===== src/rtl/pid_pwm_fan_driver.sv =====
// Fan PWM stage behind the PID core: clamp/quantize, period-aligned duty updates, spin-up kick.
// Optional feature macro PWM_MIN_DUTY_EN raises nonzero duties below MIN_DUTY to MIN_DUTY.
module pid_pwm_fan_driver #(
  parameter int ADC_BITWIDTH = 8,
  parameter int PWM_BITWIDTH = 4,
  parameter int PRESCALE     = 16,
  parameter int KICK_PERIODS = 8,
  parameter int MIN_DUTY     = 3
) (
  input  logic                    clk_i,
  input  logic                    rst_i,
  input  logic                    pid_valid_i,
  input  logic [ADC_BITWIDTH:0]   pid_val_i,
  input  logic                    enable_i,
  output logic                    pwm_o,
  output logic [PWM_BITWIDTH-1:0] duty_o,
  output logic                    fan_running_o,
  output logic                    period_end_o
);

  localparam int PRE_W  = (PRESCALE > 1) ? $clog2(PRESCALE) : 1;
  localparam int KICK_W = (KICK_PERIODS > 1) ? $clog2(KICK_PERIODS) : 1;
  localparam logic [PRE_W-1:0]        PRE_LAST  = PRE_W'(PRESCALE - 1);
  localparam logic [PWM_BITWIDTH-1:0] PWM_LAST  = PWM_BITWIDTH'((2 ** PWM_BITWIDTH) - 2);
  localparam logic [KICK_W-1:0]       KICK_LOAD = KICK_W'(KICK_PERIODS - 1);

  typedef enum logic [1:0] {IDLE, KICK, RUN} state_t;

  state_t                  state, state_next;
  logic [PRE_W-1:0]        pre_cnt;
  logic [PWM_BITWIDTH-1:0] pwm_cnt;
  logic [PWM_BITWIDTH-1:0] pending;
  logic [PWM_BITWIDTH-1:0] duty_active, duty_next;
  logic [KICK_W-1:0]       kick_cnt, kick_next;
  logic                    tick;
  logic                    period_end;

`ifdef PWM_MIN_DUTY_EN
  localparam logic [PWM_BITWIDTH-1:0] MIN_D = PWM_BITWIDTH'(MIN_DUTY);

  function automatic logic [PWM_BITWIDTH-1:0] eff(input logic [PWM_BITWIDTH-1:0] p);
    if ((p != '0) && (p < MIN_D)) return MIN_D;
    return p;
  endfunction
`else
  function automatic logic [PWM_BITWIDTH-1:0] eff(input logic [PWM_BITWIDTH-1:0] p);
    return p;
  endfunction
`endif

  // Low PID bits are dropped by truncation; MIN_DUTY matters only with the min-duty option.
  logic unused_bits;
  assign unused_bits = ^{pid_val_i[ADC_BITWIDTH-PWM_BITWIDTH-1:0], (MIN_DUTY != 0)};

  assign tick       = (pre_cnt == PRE_LAST);
  assign period_end = tick && (pwm_cnt == PWM_LAST);
  assign duty_o     = duty_active;

  always_comb begin
    state_next = state;
    duty_next  = duty_active;
    kick_next  = kick_cnt;
    if (!enable_i) begin
      state_next = IDLE;
      duty_next  = '0;
      kick_next  = '0;
    end else if (period_end) begin
      case (state)
        IDLE: begin
          duty_next = '0;
          if (pending != '0) begin
            state_next = KICK;
            duty_next  = '1;
            kick_next  = KICK_LOAD;
          end
        end
        KICK: begin
          if (kick_cnt != '0) begin
            kick_next = kick_cnt - 1'b1;
          end else if (pending == '0) begin
            state_next = IDLE;
            duty_next  = '0;
          end else begin
            state_next = RUN;
            duty_next  = eff(pending);
          end
        end
        RUN: begin
          if (pending == '0) begin
            state_next = IDLE;
            duty_next  = '0;
          end else begin
            duty_next = eff(pending);
          end
        end
        default: begin
          state_next = IDLE;
          duty_next  = '0;
        end
      endcase
    end
  end

  // Counters free-run regardless of enable so period boundaries stay on a fixed grid.
  always_ff @(posedge clk_i) begin
    if (rst_i) begin
      pre_cnt       <= '0;
      pwm_cnt       <= '0;
      pending       <= '0;
      state         <= IDLE;
      duty_active   <= '0;
      kick_cnt      <= '0;
      fan_running_o <= 1'b0;
      pwm_o         <= 1'b0;
      period_end_o  <= 1'b0;
    end else begin
      pre_cnt <= tick ? '0 : pre_cnt + 1'b1;
      if (tick) begin
        pwm_cnt <= (pwm_cnt == PWM_LAST) ? '0 : pwm_cnt + 1'b1;
      end
      if (!enable_i) begin
        pending <= '0;
      end else if (pid_valid_i) begin
        pending <= pid_val_i[ADC_BITWIDTH] ? '0 : pid_val_i[ADC_BITWIDTH-1 -: PWM_BITWIDTH];
      end
      state         <= state_next;
      duty_active   <= duty_next;
      kick_cnt      <= kick_next;
      fan_running_o <= (state_next != IDLE);
      pwm_o         <= enable_i && (state != IDLE) && (pwm_cnt < duty_active);
      period_end_o  <= period_end;
    end
  end

endmodule


===== config.mk =====
export PLATFORM = sky130hd
export DESIGN_NAME = pid_pwm_fan_driver
export DESIGN_NICKNAME = d
export VERILOG_FILES = /design/src/rtl/pid_pwm_fan_driver.sv
export SDC_FILE = /design/constraint.sdc
export NUM_CORES = 1
export LEC_CHECK = 0
export CORE_UTILIZATION = 52
export DETAILED_ROUTE_END_ITERATION = 8
export PLACE_DENSITY = 0.86
export SYNTH_ARGS = -nofsm -noshare
export SYNTH_HDL_FRONTEND = slang
export SYNTH_SLANG_ARGS = --single-unit

===== constraint.sdc =====
create_clock -name clk_i -period 2.2 [get_ports clk_i]
set_input_delay 0.44 -clock clk_i [delete_from_list [all_inputs] [get_ports clk_i]]
set_output_delay 0.44 -clock clk_i [all_outputs]
set_load 0.02 [all_outputs]

# After elaboration in Yosys (flattened, before gate mapping)
# Cells that the tools add are included.
# word_totals
ff_bits,24
word_cells,51
ramBits,0
rom_bits,0
inputBits,13
n_memories,0
latch_bits,0
# classes
addsub,3
n_shift,0
div_mod_pow,0
mul,0
n_eq_ne,7
bitwise_logic,1
magnitude_cmp,1
mux,16
n_reduce_logical,14
# op_table
op,count
2-to-1 mux 4 bit,5
2-to-1 mux 2 bit,6
case mux 4 bit (3 select lines),1
adder 4 x 1 -> 4 bit (second input constant),2
equality test 4 bit (second input constant),2
2-to-1 mux 3 bit,2
inequality test 2 bit (second input constant),3
case mux 2 bit (3 select lines),1
case mux 3 bit (2 select lines),1
nonzero test 2 bit,3
zero test 4 bit,1
< comparator 4 bit,1
AND reduction 4 bit,1
nonzero test 4 bit,1
OR reduction 2 bit,2
logical AND 1 bit,3
nonzero test 3 bit,1
subtractor 3 x 1 -> 3 bit (second input constant),1
equality test 2 x 1 -> 1 bit (second input constant),1
equality test 2 bit (second input constant),1
zero test 2 bit,1
AND reduction 2 bit,1
NOT 1 bit,1

# Longest topological paths before layout
# Gate-level depths: netlist of run 1.
# logic_depth
word_depth,7
mapped_depth,6
ltp_nobuf,6

# Worst setup path before layout of run 1
# Ideal clock, no wire load.
# synth_path
kind,flip-flop to flip-flop
startpoint,register pre_cnt[0]
endpoint,register fan_running_o
path_slack_ns,0.581
required_ns,2.059
path_stages_with_launch,7
period_less_slack_ns,1.619
arrival_ns,1.477
cell_sequence,dfxtp_1 -> ha_1 -> and3_2 -> buf_4 -> nand3_1 -> o311ai_2 -> o221ai_1
# synth_between
elab_chain_len,5
# synth_lines
element,line_no,source
start: declaration,30,logic [PRE_W-1:0] pre_cnt;
start signal: assignment,117,pre_cnt <= tick ? '0 : pre_cnt + 1'b1;
equality test 4 bit,55,assign tick = (pre_cnt == PRE_LAST);
logical AND 1 bit,56,assign period_end = tick && (pwm_cnt == PWM_LAST);
2-to-1 mux 2 bit,67,end else if (period_end) begin
2-to-1 mux 2 bit,63,if (!enable_i) begin
nonzero test 2 bit,129,fan_running_o <= (state_next != IDLE);
end signal: assignment,129,
end: declaration,17,"output logic fan_running_o,"
# Every way passes these cells.
# A chain may end at the register's enable or synchronous reset.

# Worst setup path in the final report of run 1
# Ends and elaborated chain as after synthesis.

==> run summary, run 1 <==
* 52.0 microns — Die Y
* 22.8% — switch share
* completed — run status
* flop — category of the worst setup path capture point
* 0 — number of enable flip-flop cells after synthesis
* 571 uW — Power Internal
* 7.3% — Combinational Power Share
* 0 — Hold Buf Count CTS
* 2620 microns — final WL
* 22 — count of routing violations after the opening detailed-route iteration
* 81.9% — share of the clock period used by the worst path after layout
* 24 — Seq cells post-synth
* sky130_fd_sc_hd__dfxtp_1 — Critical Path Slowest Stage Cell
* 4.62% — multiplexer area fraction after synthesis
* 169 uW — power dissipated by switching net loads
* 0 — residual antenna-violating net count after detailed routing
* 0 — Worst Path Buf+Inv
* 740 uW — post-layout total power
* 0 — final max-slew violation count
* 24 — TritonCTS sink count
* 4290 microns — global-route wire length before repair
* 0 — # setup viols final
* 57.2% — effective utilization at floorplan
* sky130_fd_sc_hd__dfxtp_1 — cell accounting for the most synthesized area
* met2 — Most Crowded Layer GR
* 60.7% — proportion of power drawn by flip-flops and latches
* 3.80% — met3 global-route usage
* 130 ps — clock-pin slew on the worst setup and hold paths
* 0 — number of maximum-capacitance constraint violations
* 9.62% — adder-cell share of the synthesized area
* 167 — fill cell total of the finished layout
* 0 — remaining routing DRC violations
* compound AO/OA/AOI/OAI gates — combinational family with the most area after synthesis
* 36.9% — part of the Yosys area used for sequential elements
* 363 uV — maximum ir drop on the vdd rail
* 14.3 microns — average wire per cell in the routed design
* 2280 sq um — total core area
* 17 — number of cell rows
* 52.0 microns — Horiz. Die Dim
* 3 — number of clock buffers inserted by TritonCTS
* 2710 sq um — die area
* 2 — buffer depth of the longest clock path
* 8 — Worst Path Max Fanout
* false — setup repair after global routing missed its margin
* 1940 microns — placed wire-length estimate
* 1 — number of levels in the clock H-tree
* 1030 — via count
* yes — CTS tree
* 14 — largest net degree at the start of global routing
* 38 — distinct cell type count after synthesis
* 21.5% — Overall Global Routing Usage
* 137 — cells after synthesis
* 4 — detailed-router iteration count before antenna repair
* 0.849 — global placement routability congestion
* 486 nW/um^2 — P per Cell Area
* 985 — number of global-route vias before repair
* 5.63 — per-cell via count in the routed design
* flop — kind of launch point of the worst setup path
* 25.8% — GR met1 Demand/Resource
* 15 — PortBufs
* 9.50 sq um — average footprint of a synthesized cell
* 320 ps — clock insertion delay at the later pin of the skew report
* sky130_fd_sc_hd__dfxtp_1, sky130_fd_sc_hd__a21oi_1, sky130_fd_sc_hd__inv_1, sky130_fd_sc_hd__nor2_1, sky130_fd_sc_hd__ha_1 — most frequent cells after synthesis
* 0 ps — setup_tns
* 160 — net count of the mapped netlist
* 5 — number of cells on the worst reg-to-reg path
* reg -> reg — critical setup path kind
* 179 — Net count, final
* 65.4% — Max-slew headroom
* 1.95 ps — worst setup skew after layout
* 1800 ps — clock period minus final worst setup slack
* ha_1 -> and3_2 -> nand3_1 -> o311ai_2 -> o221ai_1 — worst-path cell chain
* 35.7% — met2 track utilization from global routing
* 5 — path length in cells of the critical path
* 2400 ps — Req. time, crit path
* 410 ps — largest incremental delay on the critical path
* 32.1% — Clk network pwr share
* reg -> reg — type of the worst min-delay path
* 9.03% — proportion of layout cells with a drive suffix above 1
* 0 — Post-CTS Repair Setup Buffers
* 0 — initial antenna violation count
* 0.524 nW — leakage power of the design
* 1300 sq um — post-synthesis instance area
* 36.9% — share of the synthesized area in the top cell type
* 514 ps — transition time at the pin with the least slew margin
* 1 — hold depth
* 20 — top-level I/O count
* 0% — fraction of synthesis flops using an asynchronous set or reset pin
* sky130_fd_sc_hd__clkbuf_4 — root buffer selected by CTS
* 1520 sq um — final instance area
* 0.555 GHz — maximum clock frequency
* 0 — Syn. warnings
* 0 — # resized after CTS
* 2000 ps — critical path arrival
* simple AND/OR/NAND/NOR gates — family of cells with the greatest summed delay on the critical path
* sky130_fd_sc_hd__dfxtp_1 — most frequent cell after synthesis
* 1490 sq um — cell area after placement
* 66.9% — utilization of the core after routing
* 0 — antenna cell count
* 21.8% — complex-gate fraction of the synthesized area
* sky130_fd_sc_hd__dfxtp_1, sky130_fd_sc_hd__ha_1, sky130_fd_sc_hd__a21oi_1 — largest cells by area after synthesis
* 0 — Final Hold Fails
* 1.35% — Post-Synth XOR/XNOR Area
* 21.1% — post-synthesis simple-gate area fraction
* 0 — total congestion overflow after global routing
* 17.0% — synthesis-to-finish area growth
* sky130_fd_sc_hd__dfxtp_1 — Synth Flop Type
## placed cells by master (no fill, tap or decap)
cell type and instances:
sky130_fd_sc_hd__buf_4 2, sky130_fd_sc_hd__nand3_1 4, sky130_fd_sc_hd__nand3_4 1, sky130_fd_sc_hd__inv_1 12, sky130_fd_sc_hd__nor4_4 1, sky130_fd_sc_hd__or3_1 1
sky130_fd_sc_hd__mux2i_1 6, sky130_fd_sc_hd__clkbuf_4 3, sky130_fd_sc_hd__and3_1 4, sky130_fd_sc_hd__o2bb2ai_1 1, sky130_fd_sc_hd__o221ai_1 1, sky130_fd_sc_hd__a21o_1 3
sky130_fd_sc_hd__nand3b_1 2, sky130_fd_sc_hd__nor4b_1 1, sky130_fd_sc_hd__o41ai_1 1, sky130_fd_sc_hd__nand4b_1 1, sky130_fd_sc_hd__a21oi_1 15, sky130_fd_sc_hd__nand2_1 6
sky130_fd_sc_hd__o21ai_0 1, sky130_fd_sc_hd__o41ai_2 1, sky130_fd_sc_hd__nand2b_4 1, sky130_fd_sc_hd__nor2b_1 5, sky130_fd_sc_hd__nor2_1 12, sky130_fd_sc_hd__dfxtp_1 24
sky130_fd_sc_hd__a211oi_1 4, sky130_fd_sc_hd__ha_1 10, sky130_fd_sc_hd__o211ai_1 1, sky130_fd_sc_hd__a41oi_1 1, sky130_fd_sc_hd__nor3_1 1, sky130_fd_sc_hd__a2111oi_4 2
sky130_fd_sc_hd__o21ai_1 1, sky130_fd_sc_hd__and3_2 1, sky130_fd_sc_hd__nand2b_1 3, sky130_fd_sc_hd__clkdlybuf4s50_1 15, sky130_fd_sc_hd__clkbuf_8 1, sky130_fd_sc_hd__o22ai_1 1
sky130_fd_sc_hd__a2111oi_1 1, sky130_fd_sc_hd__xnor2_1 2, sky130_fd_sc_hd__nor3b_1 1, sky130_fd_sc_hd__o311ai_2 1
## power by group through the flow
| stage | Clock (mW) | Sequential (mW) | Combinational (mW) |
|---|---|---|---|
| global route | 0.260 | 0.450 | 0.0577 |
| global placement | 0 | 0.457 | 0.0505 |
| detailed placement | 0 | 0.458 | 0.0530 |
| CTS | 0.241 | 0.449 | 0.0533 |
| finish | 0.237 | 0.449 | 0.0539 |
| floorplan | 0 | 0.457 | 0.0292 |
## state kept, by name (all words and copies together), names as in the netlist
register       count
pre_cnt            4
pwm_cnt            4
period_end_o       1
pwm_o              1
kick_cnt           3
pending            4
state              2
fan_running_o      1
duty_o             4
## final timing paths
kind          startpoint       endpoint  slack [ps]
min reg2reg  kick_cnt[0]    kick_cnt[0]         480
max reg2reg   pre_cnt[0]  fan_running_o         400
max           pre_cnt[0]  fan_running_o         400
min          kick_cnt[0]    kick_cnt[0]         480
## final cells by class
class | instances | area, sq um | area share [%]
Multi-Input combinational cell | 98 | 761 | 50.0
Sequential cell | 24 | 480 | 31.6
Timing Repair Buffer | 17 | 165 | 10.8
Tap cell | 28 | 35.0 | 2.30
Clock buffer | 4 | 36.3 | 2.38
Inverter | 12 | 45.0 | 2.96
## cells by family (layout without fill, tap and decap cells)
logic type / count (synthesis) / count (layout)
xor gates and xnor gates: 2 / 2
and+or+nand+nor: 45 / 45
muxes: 6 / 6
DFF: 24 / 24
adders and majority gates: 10 / 10
buffers and inverters: 15 / 33
AOI/OAI and AO/OA: 35 / 35
## through the flow
step | instances | setup slack [ps] | hold slack [ps]
detailed placement | 179 | 376 | 462
finish | 183 | 397 | 479
CTS | 183 | 402 | 481
global route | 183 | 239 | 504
global placement | 179 | 415 | 451
floorplan | 137 | 581 | 437
## metal layers
layer	part of all wire (%)	vias to the layer above
met2	48	17
met5	0	-
li1	-	529
met4	1.8	0
met1	47	480
met3	3.1	4
Power figures use the tool's default switching activity.
==> inputs of run 2 (changes only) <==
==> constraint.sdc (replaced) <==
create_clock -name clk_i -period 1.85 [get_ports clk_i]
set_input_delay 0.37 -clock clk_i [delete_from_list [all_inputs] [get_ports clk_i]]
set_output_delay 0.37 -clock clk_i [all_outputs]
set_load 0.02 [all_outputs]
==> run 2 against run 1 <==
Compared with the run above:
- register-to-register slack worse by 260 ps
- critical path depth did not move
- largest power group unchanged
- critical endpoint unchanged
- count of clock-buffer cells in the layout fell by 1
==> run summary, run 2 (same netlist as run 1, synthesis figures left out) <==
* completed — run status
* 2710 sq um — die area, unchanged
* 0 — # setup viols final, unchanged
* 0 — remaining routing DRC violations, unchanged
* 2 — buffer depth of the longest clock path, unchanged
* 3 — number of clock buffers inserted by TritonCTS, unchanged
* sky130_fd_sc_hd__dfxtp_1, sky130_fd_sc_hd__a21oi_1, sky130_fd_sc_hd__clkdlybuf4s50_1 — commonest non-fill, non-tap cells in the layout
* sky130_fd_sc_hd__dfxtp_1 — Critical Path Slowest Stage Cell
* 498 ps — transition time at the pin with the least slew margin, -16.3 ps
* 0.584 GHz — maximum clock frequency, +5.3%
* 1910 ps — critical path arrival, -90 ps
* 181 — Net count, final, +1.1%
* 2050 ps — Req. time, crit path, -350 ps
* 2280 sq um — total core area, unchanged
* 320 ps — clock insertion delay at the later pin of the skew report, about the same
* 4 — Worst Path Max Fanout, -4
* 0 — total congestion overflow after global routing, unchanged
* 20 — top-level I/O count, unchanged
* 92.5% — share of the clock period used by the worst path after layout, +11 points
* 0 — antenna cell count, unchanged
* 0 — number of maximum-capacitance constraint violations, unchanged
* 0 — residual antenna-violating net count after detailed routing, unchanged
* 1 — number of levels in the clock H-tree, unchanged
* 5 — path length in cells of the critical path, unchanged
* 140 ps — clock-pin slew on the worst setup and hold paths, about the same
* ha_1 -> and3_2 -> nand3_1 -> o311ai_2 -> o221ai_1 — worst-path cell chain
* 2660 microns — final WL, +1.7%
* 1088 — via count, +5.6%
* 57.2% — effective utilization at floorplan, unchanged
* flop — kind of launch point of the worst setup path
* 19.8% — synthesis-to-finish area growth
* 1710 ps — clock period minus final worst setup slack, -91.4 ps
* 0 — initial antenna violation count, unchanged
* 10.8% — proportion of layout cells with a drive suffix above 1, +1.8 points
* reg -> reg — type of the worst min-delay path
* 4310 microns — global-route wire length before repair, +0.49%
* 22 — count of routing violations after the opening detailed-route iteration, unchanged
* 0 — final max-slew violation count, unchanged
* 0 ps — setup_tns, unchanged
* 486 ps — Final Hold Slack, +6.42 ps
* 410 ps — largest incremental delay on the critical path, about the same
* flop — category of the worst setup path capture point
* 24 — TritonCTS sink count, unchanged
* 52.0 microns — Die Y, unchanged
* 21.7% — Overall Global Routing Usage, +0.13 points
* 0 — Final Hold Fails, unchanged
* 15 — PortBufs, unchanged
* 0.833 — global placement routability congestion, -1.8%
* 572 uV — maximum ir drop on the vdd rail, +58%
* sky130_fd_sc_hd__dfxtp_1 — most common library cell in the layout ignoring fill and taps
* 66.5% — Max-slew headroom, +1.1 points
* yes — CTS tree
* 17 — number of cell rows, unchanged
* 15 — largest net degree at the start of global routing, +1
* false — setup repair after global routing missed its margin
* compound AO/OA/AOI/OAI gates — family of cells with the greatest summed delay on the critical path
* 0 — Worst Path Buf+Inv, unchanged
* 0 — Hold Buf Count CTS, unchanged
* 4 — detailed-router iteration count before antenna repair, unchanged
* sky130_fd_sc_hd__clkbuf_4 — root buffer selected by CTS
* 169 — fill cell total of the finished layout, +1.2%
* 14.4 microns — average wire per cell in the routed design, +0.62%
* 5.88 — per-cell via count in the routed design, +4.5%
* 633 nW/um^2 — P per Cell Area, +30%
* 1 — hold depth, unchanged
* reg -> reg — critical setup path kind
* 2.11 ps — worst setup skew after layout, +0.156 ps
* 5 — number of cells on the worst reg-to-reg path, unchanged
* 1033 — number of global-route vias before repair, +4.9%
* 0.541 nW — leakage power of the design, +3.2%
* 1920 microns — placed wire-length estimate, -1.5%
* 52.0 microns — Horiz. Die Dim, unchanged
[run 2: cell count changes in the layout (fill, tap and decap cells not counted)]
| cell | before | now |
|---|---|---|
| sky130_fd_sc_hd__buf_4 | 2 | 4 |
| sky130_fd_sc_hd__bufinv_16 | 0 | 1 |
| sky130_fd_sc_hd__nand3_1 | 4 | 3 |
| sky130_fd_sc_hd__nand3_2 | 0 | 1 |
| sky130_fd_sc_hd__clkbuf_8 | 1 | 0 |
[run 2: final timing paths]
check                                 start            end  slack (ps)
worst min-delay path            kick_cnt[0]    kick_cnt[0]         490
worst min register to register  kick_cnt[0]    kick_cnt[0]         490
worst max register to register   pre_cnt[0]  fan_running_o         140
worst max-delay path             pre_cnt[0]  fan_running_o         140
[run 2: area by class of cell]
class,instances,area (sq um),area share [%]
clock buffer,3,22.5,1.44
clock inverter,1,30.0,1.93
inverter,12,45.0,2.89
multi-input combinational,98,766,49.1
sequential,24,480,30.8
tap,28,35.0,2.25
timing repair buffer,19,180,11.6
[run 2: metal layers]
layer / part of all wire (%) / global-route usage [%]
met5: 0 / 0
met3: 3.6 / 2.63
met1: 43 / 25.6
met4: 1.9 / 11.3
met2: 52 / 37.8
[run 2: timing repair]
item | in CTS | in global routing
setup endpoints to repair | 0 | 5
setup buffers | 0 | 0
gates resized for setup | 0 | 1
[run 2: through the flow]
| stage | total power [mW] | cells | cell area (sq um) | worst slack (ps) | util, % |
|---|---|---|---|---|---|
| after CTS | 0.985 | 185 | 1550 | 87.0 | 68.3 |
| after detailed placement | 0.610 | 181 | 1500 | 110 | 66.0 |
| after global routing | 1.02 | 185 | 1560 | 19.8 | 68.5 |
| after floorplan | 0.578 | 137 | 1300 | 231 | - |
| after global placement | 0.606 | 181 | 1500 | 172 | 66.0 |
| final | 0.986 | 185 | 1560 | 139 | 68.5 |
[run 2: report_power, final]
part,total (mW),switching [mW],internal [mW]
logic,0.0663,0.0297,0.0366
registers,0.534,0.00929,0.524
clock network,0.386,0.167,0.219
total,0.986,0.206,0.780
